File: config.mk
export PLATFORM = sky130hd
export DESIGN_NAME = uart_beacon
export DESIGN_NICKNAME = d
export VERILOG_FILES = /design/src/rtl/uart_beacon.sv
export SDC_FILE = /design/constraint.sdc
export NUM_CORES = 1
export LEC_CHECK = 0
export CORE_ASPECT_RATIO = 0.8
export CORE_UTILIZATION = 55
export DETAILED_ROUTE_END_ITERATION = 10
export GPL_TIMING_DRIVEN = 1
export HOLD_SLACK_MARGIN = 0.12
export PLACE_DENSITY_LB_ADDON = 0.15
export SLEW_MARGIN = 30
export SYNTH_ARGS = -nofsm -noshare
export SYNTH_HDL_FRONTEND = slang
export SYNTH_SLANG_ARGS = --single-unit
File: constraint.sdc
create_clock -name clk -period 6.5 [get_ports clk]
set_clock_uncertainty 0.05 [all_clocks]
set_input_delay 1.3 -clock clk [delete_from_list [all_inputs] [get_ports clk]]
set_output_delay 1.3 -clock clk [all_outputs]
set_load 0.02 [all_outputs]
File: src/rtl/uart_beacon.sv
// Periodic / triggered UART frame generator: MESSAGE, space, hex sequence number, optional CR, LF.
// Drives a uart_tx byte interface and queues one request that arrives while a frame is in flight.
module uart_beacon #(
    parameter int                   PERIOD_CYCLES = 12_000_000,
    parameter int                   MSG_LEN       = 5,
    parameter logic [8*MSG_LEN-1:0] MESSAGE       = "HELLO",
    parameter int                   SEQ_DIGITS    = 4,
    parameter int                   ADD_CR        = 1,
    parameter int                   BUSY_TIMEOUT  = 15
) (
    input  logic                    clk,
    input  logic                    rst,
    input  logic                    enable,
    input  logic                    trigger,
    output logic [7:0]              tx_data,
    output logic                    tx_data_valid,
    input  logic                    tx_busy,
    output logic                    sending,
    output logic [4*SEQ_DIGITS-1:0] seq_count,
    output logic                    heartbeat,
    output logic                    dropped,
    output logic                    tx_timeout,
    output logic [1:0]              state_dbg,
    output logic                    pending_dbg
);

    localparam int FL      = MSG_LEN + 1 + SEQ_DIGITS + ADD_CR + 1;
    localparam int IDX_W   = $clog2(FL);
    localparam int TIMER_W = $clog2(PERIOD_CYCLES);
    localparam int TMO_W   = $clog2(BUSY_TIMEOUT + 1);
    localparam int SEQ_W   = 4 * SEQ_DIGITS;

    // Handshake: tx_data_valid is a one-cycle strobe issued only while tx_busy is low;
    // tx_busy rising afterwards means uart_tx accepted the byte, tx_busy falling means it is done.
    typedef enum logic [1:0] {
        IDLE      = 2'd0,
        ISSUE     = 2'd1,
        WAIT_BUSY = 2'd2,
        WAIT_IDLE = 2'd3
    } state_t;

    state_t             state_q;
    logic [IDX_W-1:0]   idx_q;
    logic [SEQ_W-1:0]   seq_count_q;
    logic [SEQ_W-1:0]   seq_lat_q;
    logic [TIMER_W-1:0] timer_q;
    logic [TMO_W-1:0]   tmo_q;
    logic [7:0]         tx_data_q;
    logic               tx_data_valid_q;
    logic               sending_q;
    logic               pending_q;
    logic               heartbeat_q;
    logic               dropped_q;
    logic               tx_timeout_q;

    logic               expiry_d;
    logic               req_d;
    logic               busy_tmo_d;
    logic               byte_done_d;
    logic               last_byte_d;
    logic [7:0]         cur_byte_d;

    function automatic logic [7:0] hex_ascii(input logic [3:0] d);
        return (d < 4'd10) ? (8'h30 + {4'h0, d}) : (8'h37 + {4'h0, d});
    endfunction

    assign expiry_d    = enable && (timer_q == TIMER_W'(PERIOD_CYCLES - 1));
    assign req_d       = trigger || expiry_d;
    assign busy_tmo_d  = (state_q == WAIT_BUSY) && !tx_busy && (tmo_q == TMO_W'(BUSY_TIMEOUT - 1));
    assign byte_done_d = busy_tmo_d || ((state_q == WAIT_IDLE) && !tx_busy);
    assign last_byte_d = (idx_q == IDX_W'(FL - 1));

    // Byte selection by frame position; LF is the fallback for the final slot.
    always_comb begin
        cur_byte_d = 8'h0A;
        for (int k = 0; k < MSG_LEN; k++) begin
            if (int'(idx_q) == k) cur_byte_d = MESSAGE[8*(MSG_LEN-1-k) +: 8];
        end
        if (int'(idx_q) == MSG_LEN) cur_byte_d = 8'h20;
        for (int k = 0; k < SEQ_DIGITS; k++) begin
            if (int'(idx_q) == MSG_LEN + 1 + k) cur_byte_d = hex_ascii(seq_lat_q[4*(SEQ_DIGITS-1-k) +: 4]);
        end
        if ((ADD_CR != 0) && (int'(idx_q) == MSG_LEN + 1 + SEQ_DIGITS)) cur_byte_d = 8'h0D;
    end

    always_ff @(posedge clk) begin
        if (rst) begin
            state_q         <= IDLE;
            idx_q           <= '0;
            seq_count_q     <= '0;
            seq_lat_q       <= '0;
            timer_q         <= '0;
            tmo_q           <= '0;
            tx_data_q       <= '0;
            tx_data_valid_q <= 1'b0;
            sending_q       <= 1'b0;
            pending_q       <= 1'b0;
            heartbeat_q     <= 1'b0;
            dropped_q       <= 1'b0;
            tx_timeout_q    <= 1'b0;
        end else begin
            tx_data_valid_q <= 1'b0;

            // Timer keeps running through frames so the period never drifts.
            if (!enable) begin
                timer_q <= '0;
            end else if (expiry_d) begin
                timer_q     <= '0;
                heartbeat_q <= ~heartbeat_q;
            end else begin
                timer_q <= timer_q + TIMER_W'(1);
            end

            if (sending_q && req_d) begin
                if (pending_q) dropped_q <= 1'b1;
                else           pending_q <= 1'b1;
            end

            case (state_q)
                IDLE: begin
                    if (req_d || pending_q) begin
                        idx_q     <= '0;
                        seq_lat_q <= seq_count_q;
                        // A fresh request arriving while a queued one is consumed stays queued.
                        pending_q <= pending_q && req_d;
                        sending_q <= 1'b1;
                        state_q   <= ISSUE;
                    end
                end
                ISSUE: begin
                    if (!tx_busy) begin
                        tx_data_q       <= cur_byte_d;
                        tx_data_valid_q <= 1'b1;
                        tmo_q           <= '0;
                        state_q         <= WAIT_BUSY;
                    end
                end
                WAIT_BUSY: begin
                    if (tx_busy)          state_q      <= WAIT_IDLE;
                    else if (busy_tmo_d)  tx_timeout_q <= 1'b1;
                    else                  tmo_q        <= tmo_q + TMO_W'(1);
                end
                default: ;
            endcase

            if (byte_done_d) begin
                if (last_byte_d) begin
                    sending_q   <= 1'b0;
                    seq_count_q <= seq_count_q + SEQ_W'(1);
                    state_q     <= IDLE;
                end else begin
                    idx_q   <= idx_q + IDX_W'(1);
                    state_q <= ISSUE;
                end
            end
        end
    end

    assign tx_data       = tx_data_q;
    assign tx_data_valid = tx_data_valid_q;
    assign sending       = sending_q;
    assign seq_count     = seq_count_q;
    assign heartbeat     = heartbeat_q;
    assign dropped       = dropped_q;
    assign tx_timeout    = tx_timeout_q;
    assign state_dbg     = state_q;
    assign pending_dbg   = pending_q;

endmodule

==> flow_summary.json, run 1 <==
{
  "antenna_found_initial": 0,
  "cpMostUsedCell": "a21oi_1",
  "synth_most_common_cell": "dfxtp_1",
  "period_needed_ns": 3.12,
  "fmax_ghz": 0.320,
  "syn-num-nets": 540,
  "track_usage": 0.240,
  "netlist.area_leader.share": 0.374,
  "grt_max_degree": 76,
  "hold_depth": 2,
  "hold_path.class": "flip-flop to flip-flop",
  "synth-main-ff-cell": "dfxtp_1",
  "end_kind": "flip-flop",
  "ys_ff_latch": 79,
  "grt_pass1_wl_um": 15400,
  "drive_gt1_frac": 0.0477,
  "totalPowerFinal_mw": 1.11,
  "power.leakage_nw": 1.62,
  "drc": 0,
  "synth.avg_cell_area_um2": 8.17,
  "first_pass_iters": 5,
  "cts_buffer_depth": 2,
  "critPathSlowestCell": "clkdlybuf4s50_1",
  "worstMarginPinSlew_ns": 0.803,
  "vias": 3636,
  "synth-edff-count": 0,
  "final_nets": 563,
  "nFillCells": 668,
  "ys_seq_area_frac": 0.374,
  "clock-sinks": 79,
  "insertion_delay_ns": 0.36,
  "reg2reg_from": "timer_q[0]",
  "min-delay-start": "tx_data[5]",
  "route.detailed.wl_per_inst_um": 14.4,
  "reg2reg_setup_slack_ns": 3.93,
  "synth_area_um2": 4230,
  "critPathArrivalTime_ns": 3.35,
  "min_period_over_period": 0.480,
  "wirelength_um": 9330,
  "reg2regPathDepth": 6,
  "async_flop_share": 0,
  "clk_pin_slew_ns": 0.08,
  "critPathRequiredTime_ns": 6.73,
  "ir_worst_vdd_mv": 0.104,
  "tns_ns": 0,
  "path_cells": "clkdlybuf4s50_1, nand2b_1, a21oi_1, o21ai_0, a31o_2, a21oi_1",
  "maxCapViolations": 0,
  "max_stage_delay_ns": 0.64,
  "cts-buffers-inserted": 9,
  "diodes": 0,
  "crit_path_start_kind": "input port",
  "ys_warn_count": 0,
  "io_pins": 37,
  "synth_top_cells_by_count": "79 x dfxtp_1, 78 x nor2_1, 28 x o21ai_1, 28 x xor2_1",
  "routabilityCongestion": 0.914,
  "portBuffers": 35,
  "die-area_um2": 8050,
  "powerDensity_nw_per_um2": 230,
  "final-seq-area_um2": 1580,
  "design.core.area_um2": 7430,
  "crit_family": "compound AO/OA/AOI/OAI gates",
  "yosysTopAreaCell": "dfxtp_1",
  "via_per_inst": 5.59,
  "crit_buf_inv": 1,
  "whs_endpoint": "tx_data[5]",
  "maxSlewViolCount": 0,
  "cts_resized": 0,
  "detail-route-antenna-nets": 0,
  "detail_route.iter0.violations": 184,
  "gr-total-overflow": 0,
  "die-height_um": 80.4,
  "max_slew_margin": 0.465,
  "areaGrowthSynthToFinish_pct": 14.2,
  "synthCells": 518,
  "die_w_um": 100,
  "first_global_vias": 3261,
  "hold_violations": 0,
  "start_util": 0.570,
  "hold_buffers": 0,
  "critPathKind": "input port to flip-flop",
  "multi_input_area_um2": 2480,
  "rsz0062_at_grt": "no",
  "postCtsSetupRepairBufs": 0,
  "htreeDepth": 3,
  "hpwl_um": 6550,
  "placementRows": 28,
  "cp_max_fo": 11,
  "setup_viol": 0,
  "status": "finished clean",
  "cts_root_buffer": "clkbuf_8",
  "cts_tree": "done",
  "r2r_end": "state_dbg[1]",
  "yosysUniqueCellTypes": 61,
  "synthTopCellsByArea": "dfxtp_1 37%, nor2_1 6.9%, xor2_1 5.8%"
}
==> metal layers <==
metal / share of wire / GRT usage / up-vias
met5: 0 / 0 / -
met4: 0.012 / 0.0696 / 0
met3: 0.044 / 0.0496 / 13
met2: 0.42 / 0.348 / 90
met1: 0.53 / 0.354 / 1689
li1: - / - / 1844
==> cell type report <==
class	count	area share
repair buffers	36	0.0731
inverters	24	0.0187
clock inverters	4	0.0114
multi-input cells	391	0.513
clock buffers	11	0.0293
flip-flops and latches	79	0.327
well taps	105	0.0272
==> stage by stage <==
| step | utilization | std cells | hold WS [ns] | area [µm²] | setup slack (ns) |
|---|---|---|---|---|---|
| after floorplan | - | 518 | 0.380 | 4230 | 3.82 |
| after global placement | 0.622 | 635 | 0.390 | 4620 | 3.07 |
| after detailed placement | 0.624 | 635 | 0.399 | 4630 | 3.05 |
| after CTS | 0.650 | 650 | 0.415 | 4830 | 3.39 |
| after global routing | 0.650 | 650 | 0.425 | 4830 | 3.31 |
| final | 0.650 | 650 | 0.410 | 4830 | 3.38 |
==> registers in the layout, indices dropped and copies added (netlist names), 2 cells and up <==
register   flops
tx_data        7
state_dbg      2
tmo_q          4
timer_q       24
seq_lat_q     16
seq_count     16
idx_q          4
==> how the worst max path moves through the flow <==
stage,start,to,cells after the start
floorplan,tx_busy,tx_data[4],6
global placement,tx_busy,tx_data[4],6
detailed placement,tx_busy,tx_data[4],6
CTS,tx_busy,tx_data[4],6
global route,tx_busy,tx_data[4],6
finish,tx_busy,tx_data[4],6
==> power by group <==
| group | switching [mW] | internal, mW | leakage [nW] |
|---|---|---|---|
| Sequential | 0.0190 | 0.503 | 0.638 |
| Combinational | 0.136 | 0.0771 | 0.888 |
| Clock | 0.188 | 0.188 | 0.0960 |
| Total | 0.343 | 0.768 | 1.62 |
==> logic make-up (layout without fill, tap and decap cells) <==
logic type,after synthesis,count (layout),share of synthesized area
AOI/OAI and AO/OA,109,109,0.161
xor gates and xnor gates,46,46,0.0952
adders and majority gates,17,17,0.0503
buffers and inverters,48,75,0.0444
DFF,79,79,0.374
muxes,2,2,0.00503
other,1,1,0.000886
and+or+nand+nor,216,216,0.269
==> worst register-to-register path, delay by kind of cell (launching register included) <==
| kind | cells | cell delay (ns) |
|---|---|---|
| flip-flops | 1 | 0.38 |
| AND/OR/NAND/NOR | 3 | 1.36 |
| adder cells (fa/ha/maj) | 1 | 0.23 |
| AO/OA/AOI/OAI | 2 | 0.48 |
==> placed cells by master, fill, tap and decap left out, types with 4 or more instances in the layout <==
cell	instances
nand2_1	24
clkdlybuf4s50_1	34
nor2_1	78
nand4_1	16
nor3_1	8
ha_1	17
xor2_1	28
o22ai_1	4
a31oi_1	5
nand3b_1	6
nand2b_1	19
dfxtp_1	79
o21ai_0	21
inv_1	24
o21ai_1	27
nand3_1	17
a211oi_1	4
clkbuf_8	10
a21oi_1	16
and3_1	11
xnor2_1	18
nor2b_1	14
(Power assumes the default switching activity.)
==> inputs of run 2 (changes only) <==
--- a/config.mk
+++ b/config.mk
@@ -6,7 +6,7 @@
 export NUM_CORES = 1
 export LEC_CHECK = 0
 export CORE_ASPECT_RATIO = 0.8
-export CORE_UTILIZATION = 55
+export CORE_UTILIZATION = 52
 export DETAILED_ROUTE_END_ITERATION = 10
 export GPL_TIMING_DRIVEN = 1
 export HOLD_SLACK_MARGIN = 0.12
==> constraint.sdc (replaced) <==
create_clock -name clk -period 2.5 [get_ports clk]
set_clock_uncertainty 0.05 [all_clocks]
set_input_delay 0.5 -clock clk [delete_from_list [all_inputs] [get_ports clk]]
set_output_delay 0.5 -clock clk [all_outputs]
set_load 0.02 [all_outputs]
==> run 2 against run 1 <==
Utilization is 2.4 points lower. Largest cell class unchanged. Critical endpoint is now tx_data[3]. Non-clock buffer count up 17. Routed wire length fell by 0.24%. Worst hold slack got worse by 0.0033 ns. Setup slack got worse by 3.2 ns. Clock-buffer cell count is the same. Combinational power grew to 2.8 times the previous value. Highest routed layer unchanged. Sequential power increased to 2.6 times the previous value.
==> flow_summary.json, run 2 (same netlist as run 1, synthesis figures left out) <==
{
  "maxCapViolations": 0,
  "hold_violations": 0,
  "routabilityCongestion": 0.916,
  "powerDensity_nw_per_um2": 574,
  "period_needed_ns": 2.30,
  "final_cell_mix": "79 x dfxtp_1, 78 x nor2_1, 34 x clkdlybuf4s50_1",
  "cts_buffer_depth": 2,
  "hold-worst-slack_ns": 0.407,
  "gr-total-overflow": 0,
  "place_ws_ns": 0.0762,
  "rsz0062_at_grt": "no",
  "areaGrowthSynthToFinish_pct": 17.1,
  "hold_buffers": 0,
  "route.detailed.wl_per_inst_um": 13.9,
  "fin_ws_ns": 0.204,
  "critPathKind": "flip-flop to flip-flop",
  "detail_route.iter0.violations": 179,
  "htreeDepth": 3,
  "nFillCells": 708,
  "cts_root_buffer": "clkbuf_8",
  "die-area_um2": 8500,
  "start_util": 0.535,
  "fin_cells": 671,
  "place_inst": 655,
  "die-height_um": 82.7,
  "cts-buffers-inserted": 9,
  "hold_path.class": "flip-flop to flip-flop",
  "ir_worst_vdd_mv": 0.464,
  "first_global_vias": 3317,
  "final_nets": 580,
  "clock-sinks": 79,
  "io_pins": 37,
  "grt_pass1_wl_um": 15700,
  "grt_max_degree": 53,
  "regMostFlops": "timer_q",
  "postCtsSetupRepairBufs": 0,
  "end_kind": "flip-flop",
  "cts_resized": 0,
  "multi_input_area_um2": 2470,
  "final_area_um2": 4950,
  "vias": 3693,
  "placementRows": 29,
  "detail-route-antenna-nets": 0,
  "largest_register_ffs": 24,
  "drc": 0,
  "power.leakage_nw": 1.70,
  "diodes": 0,
  "track_usage": 0.241,
  "insertion_delay_ns": 0.37,
  "crit_path_start_kind": "flip-flop",
  "clk_pin_slew_ns": 0.08,
  "placed_cell_area_um2": 4770,
  "die_w_um": 103,
  "portBuffers": 35,
  "final_common_cell": "dfxtp_1",
  "antenna_found_initial": 0,
  "cp_max_fo": 11,
  "hpwl_um": 6620,
  "via_per_inst": 5.50,
  "min_period_over_period": 0.918,
  "setup_viol": 0,
  "final-seq-area_um2": 1580,
  "design.core.area_um2": 7910,
  "wirelength_um": 9310,
  "fmax_ghz": 0.436,
  "tns_ns": 0,
  "status": "finished clean",
  "drive_gt1_frac": 0.0782,
  "worstMarginPinSlew_ns": 0.692,
  "first_pass_iters": 6,
  "totalPowerFinal_mw": 2.84,
  "cts_tree": "done",
  "critPathArrivalTime_ns": 2.52,
  "utilization": 0.626,
  "maxSlewViolCount": 0,
  "critPathRequiredTime_ns": 2.72,
  "max_slew_margin": 0.538
}
run 2: changes by cell type in the layout (fill, tap and decap cells not counted):
cell        before  now
buf_12           0    1
buf_4            1   17
inv_6            1    2
a211oi_2         0    1
a211oi_4         1    0
clkinvlp_4       1    2
bufinv_16        1    0
run 2: worst paths after layout:
path | start | to | slack (ns) | cells after the start
worst max-delay path | idx_q[0] | tx_data[3] | 0.20 | 7
worst min-delay path | tx_data[5] | tx_data[5] | 0.41 | 2
worst max register to register | idx_q[0] | tx_data[3] | 0.20 | 7
worst min register to register | tx_data[5] | tx_data[5] | 0.41 | 2
run 2: power by group:
group / internal (mW) / switching, mW / leakage (nW) / total (mW)
clock: 0.396 / 0.495 / 0.0866 / 0.892
combinational: 0.233 / 0.363 / 0.978 / 0.595
sequential: 1.31 / 0.0482 / 0.638 / 1.35
run 2: worst max-delay path, stage by stage (launching register included):
cell and delay (ns):
dfxtp_1 0.43, inv_1 0.10, ha_1 0.34, o21ai_0 0.21
a31oi_1 0.06, o211a_1 0.23, or4_1 0.52, a311oi_1 0.28
run 2: area by class of cell:
| cell class | instances | share of cell area |
|---|---|---|
| multi-input combinational | 391 | 0.499 |
| clock buffer | 11 | 0.0285 |
| inverter | 24 | 0.0182 |
| timing repair buffer | 53 | 0.0995 |
| clock inverter | 5 | 0.00834 |
| sequential | 79 | 0.319 |
| tap | 108 | 0.0273 |
run 2: per-layer routing:
| metal | global-route usage | routed length [µm] | vias up |
|---|---|---|---|
| met5 | 0 | 0 | - |
| met3 | 0.0699 | 456 | 8 |
| met2 | 0.362 | 3930 | 85 |
| li1 | - | - | 1894 |
| met4 | 0.0648 | 105 | 0 |
| met1 | 0.336 | 4820 | 1706 |
==> inputs of run 3 (changes only) <==
--- a/config.mk
+++ b/config.mk
@@ -8,6 +8,7 @@
 export CORE_ASPECT_RATIO = 0.8
 export CORE_UTILIZATION = 52
 export DETAILED_ROUTE_END_ITERATION = 10
+export GPL_ROUTABILITY_DRIVEN = 0
 export GPL_TIMING_DRIVEN = 1
 export HOLD_SLACK_MARGIN = 0.12
 export PLACE_DENSITY_LB_ADDON = 0.15
==> run 3 against run 2 <==
Die area is the same. Cell count grew 0.60%. First-iteration DRC count shrank 20%. Power is 5.8% higher. Clock power grew 18%. Fmax increased by 1.6%. Routed wire length is 1.6% higher. Critical path type unchanged. Critical endpoint unchanged.
==> flow_summary.json, run 3 (same netlist as run 1, synthesis figures left out) <==
{
  "status": "finished clean",
  "die_w_um": 103,
  "period_needed_ns": 2.26,
  "ir_worst_vdd_mv": 0.473,
  "placementRows": 29,
  "die-height_um": 82.7,
  "power.leakage_nw": 1.75,
  "hold_buffers": 0,
  "critPathKind": "flip-flop to flip-flop",
  "via_per_inst": 5.41,
  "fmax_ghz": 0.442,
  "cts_tree": "done",
  "postCtsSetupRepairBufs": 0,
  "max_stage_delay_ns": 0.56,
  "insertion_delay_ns": 0.35,
  "vias": 3651,
  "cp_max_fo": 6,
  "regMostFlops": "timer_q",
  "first_pass_iters": 4,
  "wirelength_um": 9460,
  "cts_buffer_depth": 2,
  "track_usage": 0.237,
  "antenna_found_initial": 0,
  "crit_buf_inv": 1,
  "portBuffers": 35,
  "powerDensity_nw_per_um2": 600,
  "design.core.area_um2": 7910,
  "hold_violations": 0,
  "r2r_end": "tx_data[3]",
  "gr-total-overflow": 0,
  "place_inst": 660,
  "route.detailed.wl_per_inst_um": 14.0,
  "hold-worst-slack_ns": 0.408,
  "placed_cell_area_um2": 4790,
  "drc": 0,
  "clk_pin_slew_ns": 0.09,
  "final_common_cell": "dfxtp_1",
  "maxSlewViolCount": 0,
  "crit_family": "compound AO/OA/AOI/OAI gates",
  "critPathSlowestCell": "or4_1",
  "first_global_vias": 3412,
  "cts-buffers-inserted": 9,
  "diodes": 0,
  "fin_cells": 675,
  "drive_gt1_frac": 0.0864,
  "detail-route-antenna-nets": 0,
  "grt_max_degree": 42,
  "io_pins": 37,
  "min_period_over_period": 0.904,
  "setup_viol": 0,
  "maxCapViolations": 0,
  "cts_resized": 0,
  "min-delay-start": "tx_data[4]",
  "detail_route.iter0.violations": 143,
  "critPathArrivalTime_ns": 2.46,
  "largest_register_ffs": 24,
  "end_kind": "flip-flop",
  "clock-sinks": 79,
  "hold_path.class": "flip-flop to flip-flop",
  "rsz0062_at_grt": "no",
  "areaGrowthSynthToFinish_pct": 18.4,
  "final_nets": 585,
  "die-area_um2": 8500,
  "totalPowerFinal_mw": 3.01,
  "cts_root_buffer": "clkbuf_8",
  "whs_endpoint": "tx_data[4]",
  "final_area_um2": 5010,
  "worstMarginPinSlew_ns": 0.666,
  "grt_pass1_wl_um": 15600,
  "reg2regPathDepth": 7,
  "reg2reg_setup_slack_ns": 0.24,
  "start_util": 0.535,
  "max_slew_margin": 0.555,
  "reg2reg_from": "idx_q[0]",
  "hpwl_um": 6800,
  "critPathRequiredTime_ns": 2.70,
  "hold_depth": 2,
  "crit_path_start_kind": "flip-flop",
  "htreeDepth": 3,
  "final_cell_mix": "79 x dfxtp_1, 78 x nor2_1, 34 x clkdlybuf4s50_1",
  "tns_ns": 0,
  "path_cells": "inv_1, ha_1, o21ai_0, a31oi_1, o211a_1, or4_1, a311oi_1"
}
-- run 3: cell type report --
| type | instances | area (µm²) |
|---|---|---|
| flip-flops and latches | 79 | 1580 |
| fillers | 746 | 2900 |
| well taps | 108 | 135 |
| clock buffers | 9 | 124 |
| inverters | 24 | 90.1 |
| multi-input cells | 391 | 2470 |
| clock inverters | 6 | 91.3 |
| repair buffers | 58 | 518 |
-- run 3: worst max path at each step --
stage / start / endpoint / slack (ns) / cells past startpoint
floorplan: state_dbg[0] / idx_q[3] / 0.24 / 8
detailed placement: enable / state_dbg[1] / 0.03 / 7
global placement: enable / seq_lat_q[15] / 0.02 / 6
finish: idx_q[0] / tx_data[3] / 0.24 / 7
global route: idx_q[0] / tx_data[3] / 0.06 / 7
CTS: idx_q[0] / tx_data[3] / 0.26 / 7
-- run 3: metal layers --
layer	part of all wire	wire length, µm	global-route usage	vias to the layer above
li1	-	-	-	1897
met1	0.52	4870	0.331	1685
met2	0.44	4170	0.369	62
met3	0.035	331	0.0455	7
met4	0.0087	82	0.0789	0
met5	0	0	0	-
-- run 3: where the power goes --
| part | internal (mW) | leakage, nW | total, mW | switching (mW) |
|---|---|---|---|---|
| Sequential | 1.31 | 0.638 | 1.36 | 0.0507 |
| Clock | 0.564 | 0.110 | 1.05 | 0.485 |
| Combinational | 0.237 | 0.999 | 0.599 | 0.362 |
| Total | 2.11 | 1.75 | 3.01 | 0.898 |
-- run 3: worst reg2reg max path, delay by kind of cell (launching register included) --
kind,cells,cell delay (ns)
buffers and inverters,1,0.09
AND/OR/NAND/NOR,1,0.56
AO/OA/AOI/OAI,4,0.75
adder cells (fa/ha/maj),1,0.29
flip-flops,1,0.43
-- run 3: stage by stage --
| step | setup slack (ns) | util |
|---|---|---|
| after floorplan | 0.240 | - |
| after global placement | 0.0230 | 0.606 |
| after detailed placement | 0.0320 | 0.606 |
| after CTS | 0.265 | 0.633 |
| after global routing | 0.0563 | 0.633 |
| final | 0.239 | 0.633 |
